--- src/rtl/serial_subtractor_ctrl_pkg.sv ---
// Shared arithmetic package for the bit-serial subtraction controller.
// Holds the FSM state encoding and the default operand width.
package serial_subtractor_ctrl_pkg;

  localparam int DEFAULT_WIDTH = 8;

  localparam logic [1:0] ST_IDLE  = 2'd0;
  localparam logic [1:0] ST_SHIFT = 2'd1;
  localparam logic [1:0] ST_DONE  = 2'd2;

  typedef enum logic [1:0] {
    IDLE  = ST_IDLE,
    SHIFT = ST_SHIFT,
    DONE  = ST_DONE
  } state_t;

endpackage

--- src/rtl/full_subtractor_usg_2HS.sv ---
// Single-bit full subtractor cell: computes A - B - Bin.
// Ports:
//   A, B  : operand bits
//   Bin   : borrow in
//   Diff  : difference bit
//   Borr  : borrow out
module full_subtractor_usg_2HS (
  input  logic A,
  input  logic B,
  input  logic Bin,
  output logic Diff,
  output logic Borr
);

  assign Diff = A ^ B ^ Bin;
  // Borrow when B exceeds A, or when they are equal and a borrow is pending.
  assign Borr = (~A & B) | (~(A ^ B) & Bin);

endmodule

--- src/rtl/serial_subtractor_ctrl.sv ---
// Bit-serial subtraction controller. Computes A - B LSB-first, one bit per
// clock, through a single full subtractor cell; the borrow is carried in a
// flip-flop between bits.
// Ports:
//   clk, rst : clock and synchronous active-high reset
//   start    : request, sampled only while idle
//   A, B     : minuend / subtrahend, captured on an accepted start
//   busy     : high while an operation is in flight (SHIFT and DONE)
//   done     : one-cycle strobe, Diff/Borr valid
//   Diff     : A - B mod 2^WIDTH
//   Borr     : final borrow, 1 iff A < B (unsigned)
module serial_subtractor_ctrl
  import serial_subtractor_ctrl_pkg::*;
#(
  parameter int WIDTH = DEFAULT_WIDTH
) (
  input  logic             clk,
  input  logic             rst,
  input  logic             start,
  input  logic [WIDTH-1:0] A,
  input  logic [WIDTH-1:0] B,
  output logic             busy,
  output logic             done,
  output logic [WIDTH-1:0] Diff,
  output logic             Borr
);

  localparam int CNT_W = $clog2(WIDTH);
  localparam logic [CNT_W-1:0] LAST_BIT = CNT_W'(WIDTH - 1);

  state_t           state;
  logic [WIDTH-1:0] a_sr;
  logic [WIDTH-1:0] b_sr;
  logic [CNT_W-1:0] cnt;
  logic             bor;
  logic             d_bit;
  logic             bor_out;

  full_subtractor_usg_2HS u_fs (
    .A    (a_sr[0]),
    .B    (b_sr[0]),
    .Bin  (bor),
    .Diff (d_bit),
    .Borr (bor_out)
  );

  always_ff @(posedge clk) begin
    if (rst) begin
      state <= IDLE;
      busy  <= 1'b0;
      done  <= 1'b0;
      Diff  <= '0;
      Borr  <= 1'b0;
      a_sr  <= '0;
      b_sr  <= '0;
      cnt   <= '0;
      bor   <= 1'b0;
    end else begin
      case (state)
        IDLE: begin
          if (start) begin
            a_sr  <= A;
            b_sr  <= B;
            Diff  <= '0;
            Borr  <= 1'b0;
            cnt   <= '0;
            bor   <= 1'b0;
            busy  <= 1'b1;
            state <= SHIFT;
          end
        end
        SHIFT: begin
          // The result register doubles as the Diff output; bits enter at
          // the MSB so the LSB-first stream lands in place after WIDTH shifts.
          Diff <= {d_bit, Diff[WIDTH-1:1]};
          a_sr <= a_sr >> 1;
          b_sr <= b_sr >> 1;
          bor  <= bor_out;
          cnt  <= cnt + 1'b1;
          if (cnt == LAST_BIT) begin
            // Final borrow is taken straight from the cell so it is valid
            // in the same cycle as the done strobe.
            Borr  <= bor_out;
            done  <= 1'b1;
            state <= DONE;
          end
        end
        DONE: begin
          done  <= 1'b0;
          busy  <= 1'b0;
          state <= IDLE;
        end
        default: begin
          done  <= 1'b0;
          busy  <= 1'b0;
          state <= IDLE;
        end
      endcase
    end
  end

endmodule

--- config.mk ---
export PLATFORM = sky130hd
export DESIGN_NAME = serial_subtractor_ctrl
export DESIGN_NICKNAME = d
export VERILOG_FILES = /design/src/rtl/serial_subtractor_ctrl_pkg.sv /design/src/rtl/full_subtractor_usg_2HS.sv /design/src/rtl/serial_subtractor_ctrl.sv
export SDC_FILE = /design/constraint.sdc
export NUM_CORES = 1
export LEC_CHECK = 0
export ABC_AREA = 1
export CAP_MARGIN = 20
export CORE_MARGIN = 1
export CORE_UTILIZATION = 35
export CTS_CLUSTER_DIAMETER = 50
export DETAILED_ROUTE_END_ITERATION = 8
export GPL_TIMING_DRIVEN = 0
export PLACE_DENSITY = 0.65
export SYNTH_ARGS = -nofsm -noshare
export SYNTH_HDL_FRONTEND = slang
export SYNTH_SLANG_ARGS = --single-unit
--- constraint.sdc ---
create_clock -name clk -period 1.3 [get_ports clk]
set_input_delay 0.195 -clock clk [delete_from_list [all_inputs] [get_ports clk]]
set_output_delay 0.195 -clock clk [all_outputs]
set_load 0.1 [all_outputs]
==> summary.md, run 1 <==
| Metric | Value |
|---|---|
| Status | `finished, final reports clean` |
| Fin area | `1830 sq um` |
| Worst Hold End | `state[0]` |
| Largest family of logic cells by synthesized area | `simple AND/OR/NAND/NOR gates` |
| Fin crit period | `1.25 ns` |
| Worst path slowest cell | `buf_2` |
| DRT Pass-1 Iters | `4` |
| Die area | `4400 sq um` |
| Worst hold start | `rst` |
| Leakage Power | `0.000823 uW` |
| Drt initial violations | `32` |
| Global-route wire length before repair | `4940 um` |
| Dpl cells | `270` |
| Yosys warns | `0` |
| Worst r2r src | `state[1]` |
| Max cap viols | `0` |
| Kind of critical path | `register to primary output` |
| WP buf/inv | `1` |
| Tightest hold margin | `0.189 ns` |
| Vias in the first global route | `1,157` |
| Worst Clk Skew | `0.00674 ns` |
| Syn_area_per_cell | `7.55 sq um` |
| Post-route ant nets | `0` |
| Final Util | `0.457` |
| Unique masters post-synth | `23` |
| Total power | `2240 uW` |
| Syn nets | `214` |
| Synth Cell Area | `1450 sq um` |
| Die Span X | `66.4 um` |
| Post-DP Area | `1800 sq um` |
| Min-Delay Path Depth | `2` |
| GRT Total Usage | `0.151` |
| Hold Crit Class | `input port to register` |
| Multiplexer share of the synthesized area | `0` |
| Count of inserted antenna diode cells | `0` |
| Total Nets Final | `249` |
| Post-Layout Cell Count | `278` |
| RSZ-0062 raised after global routing | `false` |
| Slew Limit Fails | `0` |
| PostCTS Resize Cnt | `55` |
| FF-to-FF path depth | `6` |
| Port Buffers | `28` |
| Post-synthesis sequential area ratio | `0.456` |
| Critical Path RT | `1.11 ns` |
| Io pins | `30` |
| Fill cell count | `425` |
| CTS tree | `done` |
| Relative slew margins | `0.679` |
| Die height | `66.4 um` |
| Initial antenna violation count | `0` |
| # setup viols final | `0` |
| Hpwl dp | `2080 um` |
| Post-route clock period utilization | `0.962` |
| Reg-to-Reg End | `b_sr[5]` |
| DRC Markers | `0` |
| Post CTS Setup Buffer Count | `0` |
| Peak supply drop | `612 uV` |
| Syn Inst Count | `192` |
| RD Place Congestion | `0.755` |
| Register-to-register setup slack | `0.13 ns` |
| Crit path cell chain | `buf_2` |
| Post-CTS Hold Buffers | `0` |
| #FFs+latches synth | `33` |
| Max clock buf depth | `2` |
| Crit end category | `primary output` |
| Cell Rows | `23` |
| Root Buffer | `clkbuf_8` |
| Via count | `1,246` |
| Synth Area in Simple Gates | `0.285` |
| Drt total wl | `2950 um` |
| Layout cells sized above 1 | `0.180` |
| Clock sinks | `33` |
| Type of origin of the critical path | `register` |
| Clock slew at reported path FFs | `0.07 ns` |
| Slowest stage delay, CP | `0.43 ns` |
| WL per Instance | `10.6 um` |
| Initial Utilization | `0.363` |
| Core ar. | `4000 sq um` |
| Post-DR vias/cell | `4.48` |
| H-tree depth | `2` |
| Final Hold Vio Count | `0` |
| Worst-skew pair later-pin latency | `0.28 ns` |
| Adder-cell share of the synthesized area | `0.0311` |
| Slew @ Worst Pin | `0.485 ns` |
| P&R area growth vs syn | `26.0%` |
| Post-synthesis compound-gate area fraction | `0.128` |
| Max Fclk | `0.799 GHz` |
| Critical path's top delay family | `buffers and inverters` |
| Pwr dens | `1230 nW/um^2` |
| Grt total ovfl | `0` |
| Largest net degree at the start of global routing | `11` |
| Synth Area in XOR/XNOR | `0` |
| CTS Buf Count | `5` |
| Worst path arrival time | `1.06 ns` |
| Crit Path Max Fanout | `2` |
[placed cells by master, fill, tap and decap left out, types with 2 or more instances in the layout]
cell,instances
nand2_2,2
ha_1,2
inv_1,7
buf_6,8
o21ai_1,11
a21oi_1,10
nand3_1,5
clkbuf_8,5
dfxtp_1,30
o21ai_2,2
o21ai_0,5
clkbuf_4,2
clkinv_2,2
dfxtp_2,3
o22ai_1,6
clkdlybuf4s50_1,17
nand2_1,62
nor2_1,29
buf_2,11
[state kept, by name, indices dropped and copies added, names as in the netlist]
| signal | flops |
|---|---|
| Borr | 1 |
| Diff | 8 |
| a_sr | 8 |
| b_sr | 8 |
| bor | 1 |
| busy | 1 |
| cnt | 3 |
| done | 1 |
| state | 2 |
[kinds of logic (layout without fill, tap and decap cells)]
| logic type | Yosys count | count (layout) |
|---|---|---|
| compound gates | 34 | 34 |
| fa+ha+maj | 3 | 3 |
| flops | 33 | 33 |
| simple gates | 102 | 102 |
| buf+inv | 20 | 56 |
[cells in the mapped netlist]
master    instances  area, sq um
o21ai_1          11         55.1
ha_1              2         25.0
inv_2             1         3.75
buf_4             1         7.51
nand2_4           1         11.3
buf_2             1         5.00
nand2_2           2         12.5
clkbuf_4          1         7.51
nand2_1          62          233
o22ai_1           6         37.5
nor2_4            1         11.3
buf_6             8         90.1
nor3_1            1         5.00
inv_4             1         6.26
a21oi_1          10         50.1
fa_1              1         20.0
o21ai_0           5         25.0
nor2_1           29          109
nor2_2            1         6.26
nand3_1           5         25.0
dfxtp_1          33          661
inv_1             7         26.3
o21ai_2           2         17.5
[stage by stage]
stage          setup slack [ns]  setup TNS [ns]
5_1_grt                 0.00554               0
6_report                 0.0492               0
4_1_cts                  0.0243               0
3_5_place_dp             -0.364           -4.89
3_3_place_gp             -0.368           -4.89
2_1_floorplan           -0.0246         -0.0490
[worst max path at each step]
stage	cells after the start	slack, ns	to	from
after floorplan	2	-0.02	Diff[5]	Diff[6]
after global routing	1	0.006	done	done
after CTS	1	0.02	Diff[3]	Diff[3]
final	1	0.05	Diff[6]	Diff[6]
after global placement	1	-0.37	Diff[3]	Diff[3]
after detailed placement	1	-0.36	Diff[3]	Diff[3]
[metal layers]
metal / GRT usage / up-vias / share of wire
met5: 0 / - / 0
met3: 0.0569 / 4 / 0.044
met2: 0.258 / 21 / 0.43
li1: - / 680 / -
met1: 0.173 / 541 / 0.51
met4: 0.0479 / 0 / 0.011
[where the power goes]
group | leakage (uW) | internal, uW | switching [uW]
clock | 0.0000450 | 371 | 367
combinational | 0.000506 | 171 | 226
sequential | 0.000271 | 1070 | 34.0
total | 0.000823 | 1610 | 627
[layout make-up]
type / instances / area (sq um) / area share
sequential: 33 / 664 / 0.364
timing repair buffer: 28 / 228 / 0.125
clock buffer: 6 / 72.6 / 0.0397
tap: 50 / 62.6 / 0.0342
clock inverter: 2 / 10.0 / 0.00548
multi-input combinational: 139 / 643 / 0.352
buffer: 11 / 110 / 0.0603
inverter: 9 / 36.3 / 0.0199
Note: power is estimated with default switching activity, not from simulation.
==> run 2, diff against run 1 <==
==> constraint.sdc (replaced) <==
create_clock -name clk -period 1.6 [get_ports clk]
set_input_delay 0.24 -clock clk [delete_from_list [all_inputs] [get_ports clk]]
set_output_delay 0.24 -clock clk [all_outputs]
set_load 0.1 [all_outputs]
==> summary.md, run 2 (synthesized netlist as in run 1, its figures left out) <==
| Metric | Value |
|---|---|
| Status | `finished, final reports clean` |
| Critical Path RT | `1.36 ns` |
| Relative slew margins | `0.636` |
| Via count | `1,249` |
| Post-DR vias/cell | `4.49` |
| Die height | `66.4 um` |
| Cell Rows | `23` |
| Core ar. | `4000 sq um` |
| CTS tree | `done` |
| Critical path's top delay family | `buffers and inverters` |
| RD Place Congestion | `0.771` |
| Leakage Power | `0.000802 uW` |
| Drt total wl | `2860 um` |
| Slew Limit Fails | `0` |
| Fill cell count | `426` |
| Die Span X | `66.4 um` |
| Root Buffer | `clkbuf_8` |
| RSZ-0062 raised after global routing | `false` |
| H-tree depth | `2` |
| Die area | `4400 sq um` |
| Crit end category | `primary output` |
| Most frequent cells in the layout | `nand2_1 (62), dfxtp_1 (33), nor2_1 (29)` |
| WL per Instance | `10.3 um` |
| Post-Layout Cell Count | `278` |
| Worst path slowest cell | `clkdlybuf4s15_2` |
| GRT Total Usage | `0.147` |
| Post-CTS Hold Buffers | `0` |
| Slew @ Worst Pin | `0.548 ns` |
| Largest registers | `Diff: 8 flops, a_sr: 8 flops, b_sr: 8 flops` |
| Crit Path Max Fanout | `3` |
| WP buf/inv | `1` |
| Commonest non-fill, non-tap cell in the layout | `nand2_1` |
| Post-route clock period utilization | `0.899` |
| DRC Markers | `0` |
| Total Nets Final | `249` |
| Final Hold Vio Count | `0` |
| Kind of critical path | `register to primary output` |
| Max cap viols | `0` |
| Dpl cells | `270` |
| Count of inserted antenna diode cells | `0` |
| Largest net degree at the start of global routing | `12` |
| Layout cells sized above 1 | `0.171` |
| Pwr dens | `974 nW/um^2` |
| Initial antenna violation count | `0` |
| CTS Buf Count | `5` |
| Type of origin of the critical path | `register` |
| Fin crit period | `1.44 ns` |
| Peak supply drop | `422 uV` |
| DRT Pass-1 Iters | `4` |
| Io pins | `30` |
| Crit path cell chain | `clkdlybuf4s15_2` |
| Max Fclk | `0.695 GHz` |
| Initial Utilization | `0.363` |
| Vias in the first global route | `1,080` |
| Port Buffers | `28` |
| Clock slew at reported path FFs | `0.08 ns` |
| Clock sinks | `33` |
| Worst-skew pair later-pin latency | `0.29 ns` |
| Global-route wire length before repair | `4820 um` |
| Worst Clk Skew | `0.0105 ns` |
| P&R area growth vs syn | `30.5%` |
| Max clock buf depth | `2` |
| Grt total ovfl | `0` |
| Worst path arrival time | `1.20 ns` |
| Drt initial violations | `36` |
| Hpwl dp | `1980 um` |
| # setup viols final | `0` |
| Post-route ant nets | `0` |
| Final Util | `0.473` |
| Slowest stage delay, CP | `0.56 ns` |
| Hold Crit Class | `input port to register` |
==> run 2: cell types whose count changed in the layout (fill, tap and decap cells not counted) <==
cell             previous run  this run
clkinvlp_4                  0         1
dfxtp_2                     3         0
clkbuf_4                    2         1
buf_2                      11         1
clkdlybuf4s15_2             0        11
clkbuf_1                    1         0
dfxtp_1                    30        33
==> run 2: worst paths after layout <==
kind	start	endpoint	slack, ns	cells past startpoint
worst max-delay path	Diff[3]	Diff[3]	0.16	1
worst min-delay path	rst	state[0]	0.22	2
worst max register to register	state[0]	b_sr[6]	0.39	8
worst min register to register	cnt[0]	cnt[0]	0.45	1
==> run 2: final cells by class <==
cell class / count / area (sq um) / share of cell area
repair buffers: 28 / 294 / 0.155
clock inverters: 3 / 17.5 / 0.00925
inverters: 9 / 36.3 / 0.0192
plain buffers: 11 / 110 / 0.0582
clock buffers: 5 / 68.8 / 0.0364
well taps: 50 / 62.6 / 0.0330
flip-flops and latches: 33 / 661 / 0.349
multi-input cells: 139 / 643 / 0.340
==> run 2: report_power, final <==
group / total [uW] / internal [uW] / switching [uW] / leakage, uW
Combinational: 324 / 142 / 182 / 0.000488
Sequential: 897 / 870 / 27.5 / 0.000270
Clock: 623 / 300 / 323 / 0.0000439
Total: 1840 / 1310 / 532 / 0.000802
==> run 2: per-stage QoR <==
step	power, uW	worst slack, ns	hold slack [ns]	setup TNS [ns]	cell area, sq um
floorplan	1150	0.275	0.387	0	1450
global placement	1240	-0.106	0.448	-0.908	1790
detailed placement	1250	-0.106	0.449	-0.926	1790
CTS	1870	0.141	0.223	0	1890
global route	1930	0.112	0.241	0	1890
finish	1840	0.162	0.224	0	1890
==> run 2: routing by layer <==
layer,global-route usage,wire (um)
met5,0,0
met1,0.186,1480
met4,0.0638,54
met2,0.227,1200
met3,0.0483,131
==> run 2: what timing repair did <==
item / CTS / global route
buffers inserted: 0 / 0
setup endpoints to repair: 11 / 0
gates resized for setup: 33 / 0
==> run 2: worst reg2reg max path, delay by kind of cell (launching register included) <==
| kind | cells | cell delay (ns) |
|---|---|---|
| DFF | 1 | 0.41 |
| buffers and inverters | 3 | 0.29 |
| and+or+nand+nor | 5 | 0.41 |
==> run 3, diff against run 2 <==
--- a/config.mk
+++ b/config.mk
@@ -7,12 +7,14 @@
 export LEC_CHECK = 0
 export ABC_AREA = 1
 export CAP_MARGIN = 20
+export CELL_PAD_IN_SITES_DETAIL_PLACEMENT = 2
+export CELL_PAD_IN_SITES_GLOBAL_PLACEMENT = 2
 export CORE_MARGIN = 1
-export CORE_UTILIZATION = 35
+export CORE_UTILIZATION = 30
 export CTS_CLUSTER_DIAMETER = 50
 export DETAILED_ROUTE_END_ITERATION = 8
 export GPL_TIMING_DRIVEN = 0
-export PLACE_DENSITY = 0.65
+export PLACE_DENSITY = 0.89
 export SYNTH_ARGS = -nofsm -noshare
 export SYNTH_HDL_FRONTEND = slang
 export SYNTH_SLANG_ARGS = --single-unit
==> summary.md, run 3 (synthesized netlist as in run 1, its figures left out) <==
| Metric | Value |
|---|---|
| Initial Utilization | `0.322` |
| Fin area | `1900 sq um` |
| DRT Pass-1 Iters | `4` |
| Worst-skew pair later-pin latency | `0.28 ns` |
| Total Nets Final | `249` |
| Sw Ratio | `0.277` |
| Hold Crit Class | `input port to register` |
| Initial antenna violation count | `0` |
| Final Hold Vio Count | `0` |
| Fin crit period | `1.44 ns` |
| Cell Rows | `24` |
| Clock slew at reported path FFs | `0.07 ns` |
| WP buf/inv | `1` |
| Hpwl dp | `2900 um` |
| Leakage Power | `0.000803 uW` |
| Worst r2r src | `state[0]` |
| FF-to-FF path depth | `8` |
| Crit path cell chain | `clkdlybuf4s15_2` |
| Worst Setup SP | `Diff[3]` |
| Count of inserted antenna diode cells | `0` |
| Commonest non-fill, non-tap cell in the layout | `nand2_1` |
| Comb pwr share | `0.183` |
| Critical Path End | `Diff[3]` |
| Core ar. | `4500 sq um` |
| Critical Path RT | `1.36 ns` |
| Post CTS Setup Buffer Count | `0` |
| Die area | `5120 sq um` |
| Worst path slowest cell | `clkdlybuf4s15_2` |
| Met1 GRT Util | `0.207` |
| Slew @ Worst Pin | `0.561 ns` |
| Drt initial violations | `35` |
| Die height | `71.5 um` |
| Final TNS setup | `0 ns` |
| GRT Total Usage | `0.179` |
| Levels on crit path | `1` |
| Kind of critical path | `register to primary output` |
| Grt total ovfl | `0` |
| Critical path's top delay family | `buffers and inverters` |
| Peak supply drop | `507 uV` |
| Io pins | `30` |
| GR met2 Demand/Resource | `0.326` |
| Drt total wl | `4010 um` |
| Largest registers | `Diff: 8 flops, a_sr: 8 flops, b_sr: 8 flops` |
| Top Usage Layer GRT | `met2` |
| Relative slew margins | `0.628` |
| Clk pwr share | `0.337` |
| Vias in the first global route | `1,494` |
| Type of origin of the critical path | `register` |
| Clock sinks | `33` |
| Via count | `1,346` |
| Post-CTS Hold Buffers | `0` |
| Worst Clk Skew | `0.00413 ns` |
| WL per Instance | `14.4 um` |
| Total power | `1870 uW` |
| Post-DP Area | `1800 sq um` |
| Root Buffer | `clkbuf_8` |
| Crit end category | `primary output` |
| RD Place Congestion | `0.712` |
| Reg-to-Reg End | `b_sr[6]` |
| Status | `finished, final reports clean` |
| Max Fclk | `0.694 GHz` |
| Largest net degree at the start of global routing | `11` |
| RSZ-0062 raised after global routing | `false` |
| # setup viols final | `0` |
| Port Buffers | `28` |
| Global-route wire length before repair | `7020 um` |
| Slowest stage delay, CP | `0.56 ns` |
| Pwr dens | `987 nW/um^2` |
| CTS Buf Count | `5` |
| Flop pwr share | `0.481` |
| P&R area growth vs syn | `30.7%` |
| Post-route clock period utilization | `0.900` |
| Layout cells sized above 1 | `0.163` |
| Max clock buf depth | `2` |
| CTS tree | `done` |
| Most frequent cells in the layout | `nand2_1 (62), dfxtp_1 (33), nor2_1 (29)` |
| DRC Markers | `0` |
| Crit Path Max Fanout | `3` |
| Die Span X | `71.5 um` |
| Register-to-register setup slack | `0.32 ns` |
| Post-route ant nets | `0` |
| H-tree depth | `2` |
| Max cap viols | `0` |
| P_int | `1350 uW` |
| Slew Limit Fails | `0` |
| Worst path arrival time | `1.20 ns` |
| Net Switching | `518 uW` |
| Met3 usage | `0.0422` |
| Post-DR vias/cell | `4.82` |
==> run 3: worst min-delay path by stage <==
stage	from	end	slack, ns	depth (start not counted)
after floorplan	A[7]	a_sr[7]	0.39	2
after global placement	b_sr[7]	b_sr[7]	0.45	2
after detailed placement	cnt[0]	cnt[0]	0.46	1
after CTS	rst	a_sr[7]	0.26	2
after global routing	rst	Borr	0.26	2
final	rst	Borr	0.25	2
==> run 3: power by group through the flow <==
stage	combinational, uW	clock (uW)	sequential [uW]
2_1_floorplan	204	0	942
3_3_place_gp	336	0	915
3_5_place_dp	347	0	918
4_1_cts	350	643	901
5_1_grt	383	690	905
6_report	342	630	900
==> run 3: routing by layer <==
metal	share of wire	up-vias
li1	-	681
met3	0.026	7
met1	0.45	638
met2	0.50	20
met5	0	-
met4	0.015	0
==> run 3: what timing repair did <==
item | CTS | global route
hold endpoints to repair | 0 | 0
setup endpoints to repair | 11 | 0
gates resized for setup | 33 | 0
==> run 3: area by class of cell <==
cell class	instances	area, sq um
fill	534	2610
tap	52	65.1
multi-input combinational	139	643
buffer	11	110
sequential	33	661
inverter	9	36.3
clock buffer	7	86.3
timing repair buffer	28	294
==> run 3: stage by stage <==
| step | std cells | hold slack [ns] | setup slack (ns) | utilization |
|---|---|---|---|---|
| 4_1_cts | 279 | 0.256 | 0.144 | 0.421 |
| 5_1_grt | 279 | 0.263 | 0.100 | 0.421 |
| 2_1_floorplan | 192 | 0.387 | 0.275 | - |
| 3_5_place_dp | 272 | 0.459 | -0.131 | 0.399 |
| 3_3_place_gp | 272 | 0.448 | -0.104 | 0.399 |
| 6_report | 279 | 0.255 | 0.159 | 0.421 |
==> edit (settings of run 2) <==
`DEFAULT_WIDTH`: 8 -> 32.
--- a/src/rtl/serial_subtractor_ctrl_pkg.sv
+++ b/src/rtl/serial_subtractor_ctrl_pkg.sv
@@ -3,5 +3,5 @@
 package serial_subtractor_ctrl_pkg;
 
-  localparam int DEFAULT_WIDTH = 8;
+  localparam int DEFAULT_WIDTH = 32;
 
   localparam logic [1:0] ST_IDLE  = 2'd0;
Interface: changed (resized A, B and Diff); port bits go from 30 to 102. The function was not compared with the original's and may differ.
==> edit against run 2 <==
  * Sequential power grew to 3.3 times the old value
  * Sequential cell count is 74 higher
  * Register-to-register slack worse by 0.28 ns
  * Design area grew to 3.2 times the old value
  * Area after synthesis grew to 3.2 times the old value
  * Power grew to 3.4 times the old value
  * Sequential share of layout area hardly changed
  * Clock power grew to 3.6 times the old value
  * Setup slack worse by 0.12 ns
  * Count of clock-buffer cells in the layout is 5 higher
  * Wire length grew to 4.2 times the old value
  * Via count grew to 3.5 times the old value
  * Non-clock buffer count is 106 higher
  * Highest routed layer unchanged
==> edit: results (changes against run 2) <==
Placed cell area: 0.00581 sq mm (+220%). The run finished with clean final reports. The post-synthesis adder-cell area fraction is 0.984% (-2.1 points), and the total routed wirelength is 11.9 mm (+320%).

The run gives 10 (+5) as the layout clock buffer count. The tools report the total global-route track usage as 18.4% (+3.7 points). In the final layout, the registers with the most flip-flops are Diff x32, a_sr x32, b_sr x32. The endpoint identified for the worst register-to-register timing path is Borr. Buffer count excluding the clock tree in the final layout: 145 (+270%). Final estimated routing congestion in global placement: 0.795 (+3.1%).

The startpoint identified for the worst register-to-register timing path is cnt[1]. The critical path data arrival time was 1.32 ns (+0.12 ns); the fraction of area in registers was 34.9% (-0.038 points). The compound-gate portion of the synthesized area is 12.4% (-0.34 points), and the post-synthesis net count is 735 (+240%).

Detailed placement HPWL: 8.18 mm (+310%). CTS placed an instance of sky130_fd_sc_hd__clkbuf_16 at the clock tree root. The largest net degree at the start of global routing was 21 (+9); the post-synthesis sequential element count was 107 (+220%). The CTS H-tree depth is 3 (+1). Post-synthesis cell type count: 21 (-8.7%). The number of search-and-repair iterations in the first detailed-routing pass came out at 5 (+1).

The fraction of area in multi-input gates was 34.5% (+0.56 points). Detailed router's first-iteration violation count: 293 (+710%). In this run the worst hold path is classified as flop to flop. The global-route wire length before repair came out at 19.4 mm (+300%). The run gives 0.11 ns (-0.28 ns) as the setup slack on the worst flop-to-flop path. The fraction of area in clock buffers and inverters is 4.84% (+0.28 points), and the post-cts repair resize count is 105 (+220%). The data-path buffer share of cell area in the final layout works out to 21.4% (+0.060 points). Fraction of layout cells with a size suffix above 1: 12.5% (-4.6 points). The leakage power figure is 2.62 nW (+230%), and the final period demand of the worst path is 1.56 ns (+0.121 ns).
edit: changes by cell type in the layout (fill, tap and decap cells not counted), sizes merged, moves of 10 or more:
cell           change
dfxtp             +74
clkbuf            +14
inv               +10
nor2              +97
o21ai             +83
clkdlybuf4s50     +49
buf               +25
clkdlybuf4s15     +22
nand2            +171
nand3             +16
edit: layer usage:
metal,track usage (%),vias up,share of wire (%)
li1,-,2320,-
met3,5.97,12,6.4
met4,5.21,0,1.4
met5,0,-,0
met1,22.1,1987,46
met2,31.5,114,46
edit: tightest hold or removal path, delay by kind of cell, from the launching register on:
| family | cells | cell delay [ns] |
|---|---|---|
| AOI/OAI and AO/OA | 1 | 0.06 |
| DFF | 1 | 0.33 |
| buffers and inverters | 1 | 0.04 |
edit: power by group through the flow:
stage	Sequential, W	Clock [W]	Combinational (W)
floorplan	0.00302	0	0.000689
global placement	0.00299	0	0.00109
detailed placement	0.00300	0	0.00110
CTS	0.00294	0.00229	0.00111
global route	0.00297	0.00238	0.00124
finish	0.00294	0.00222	0.00110
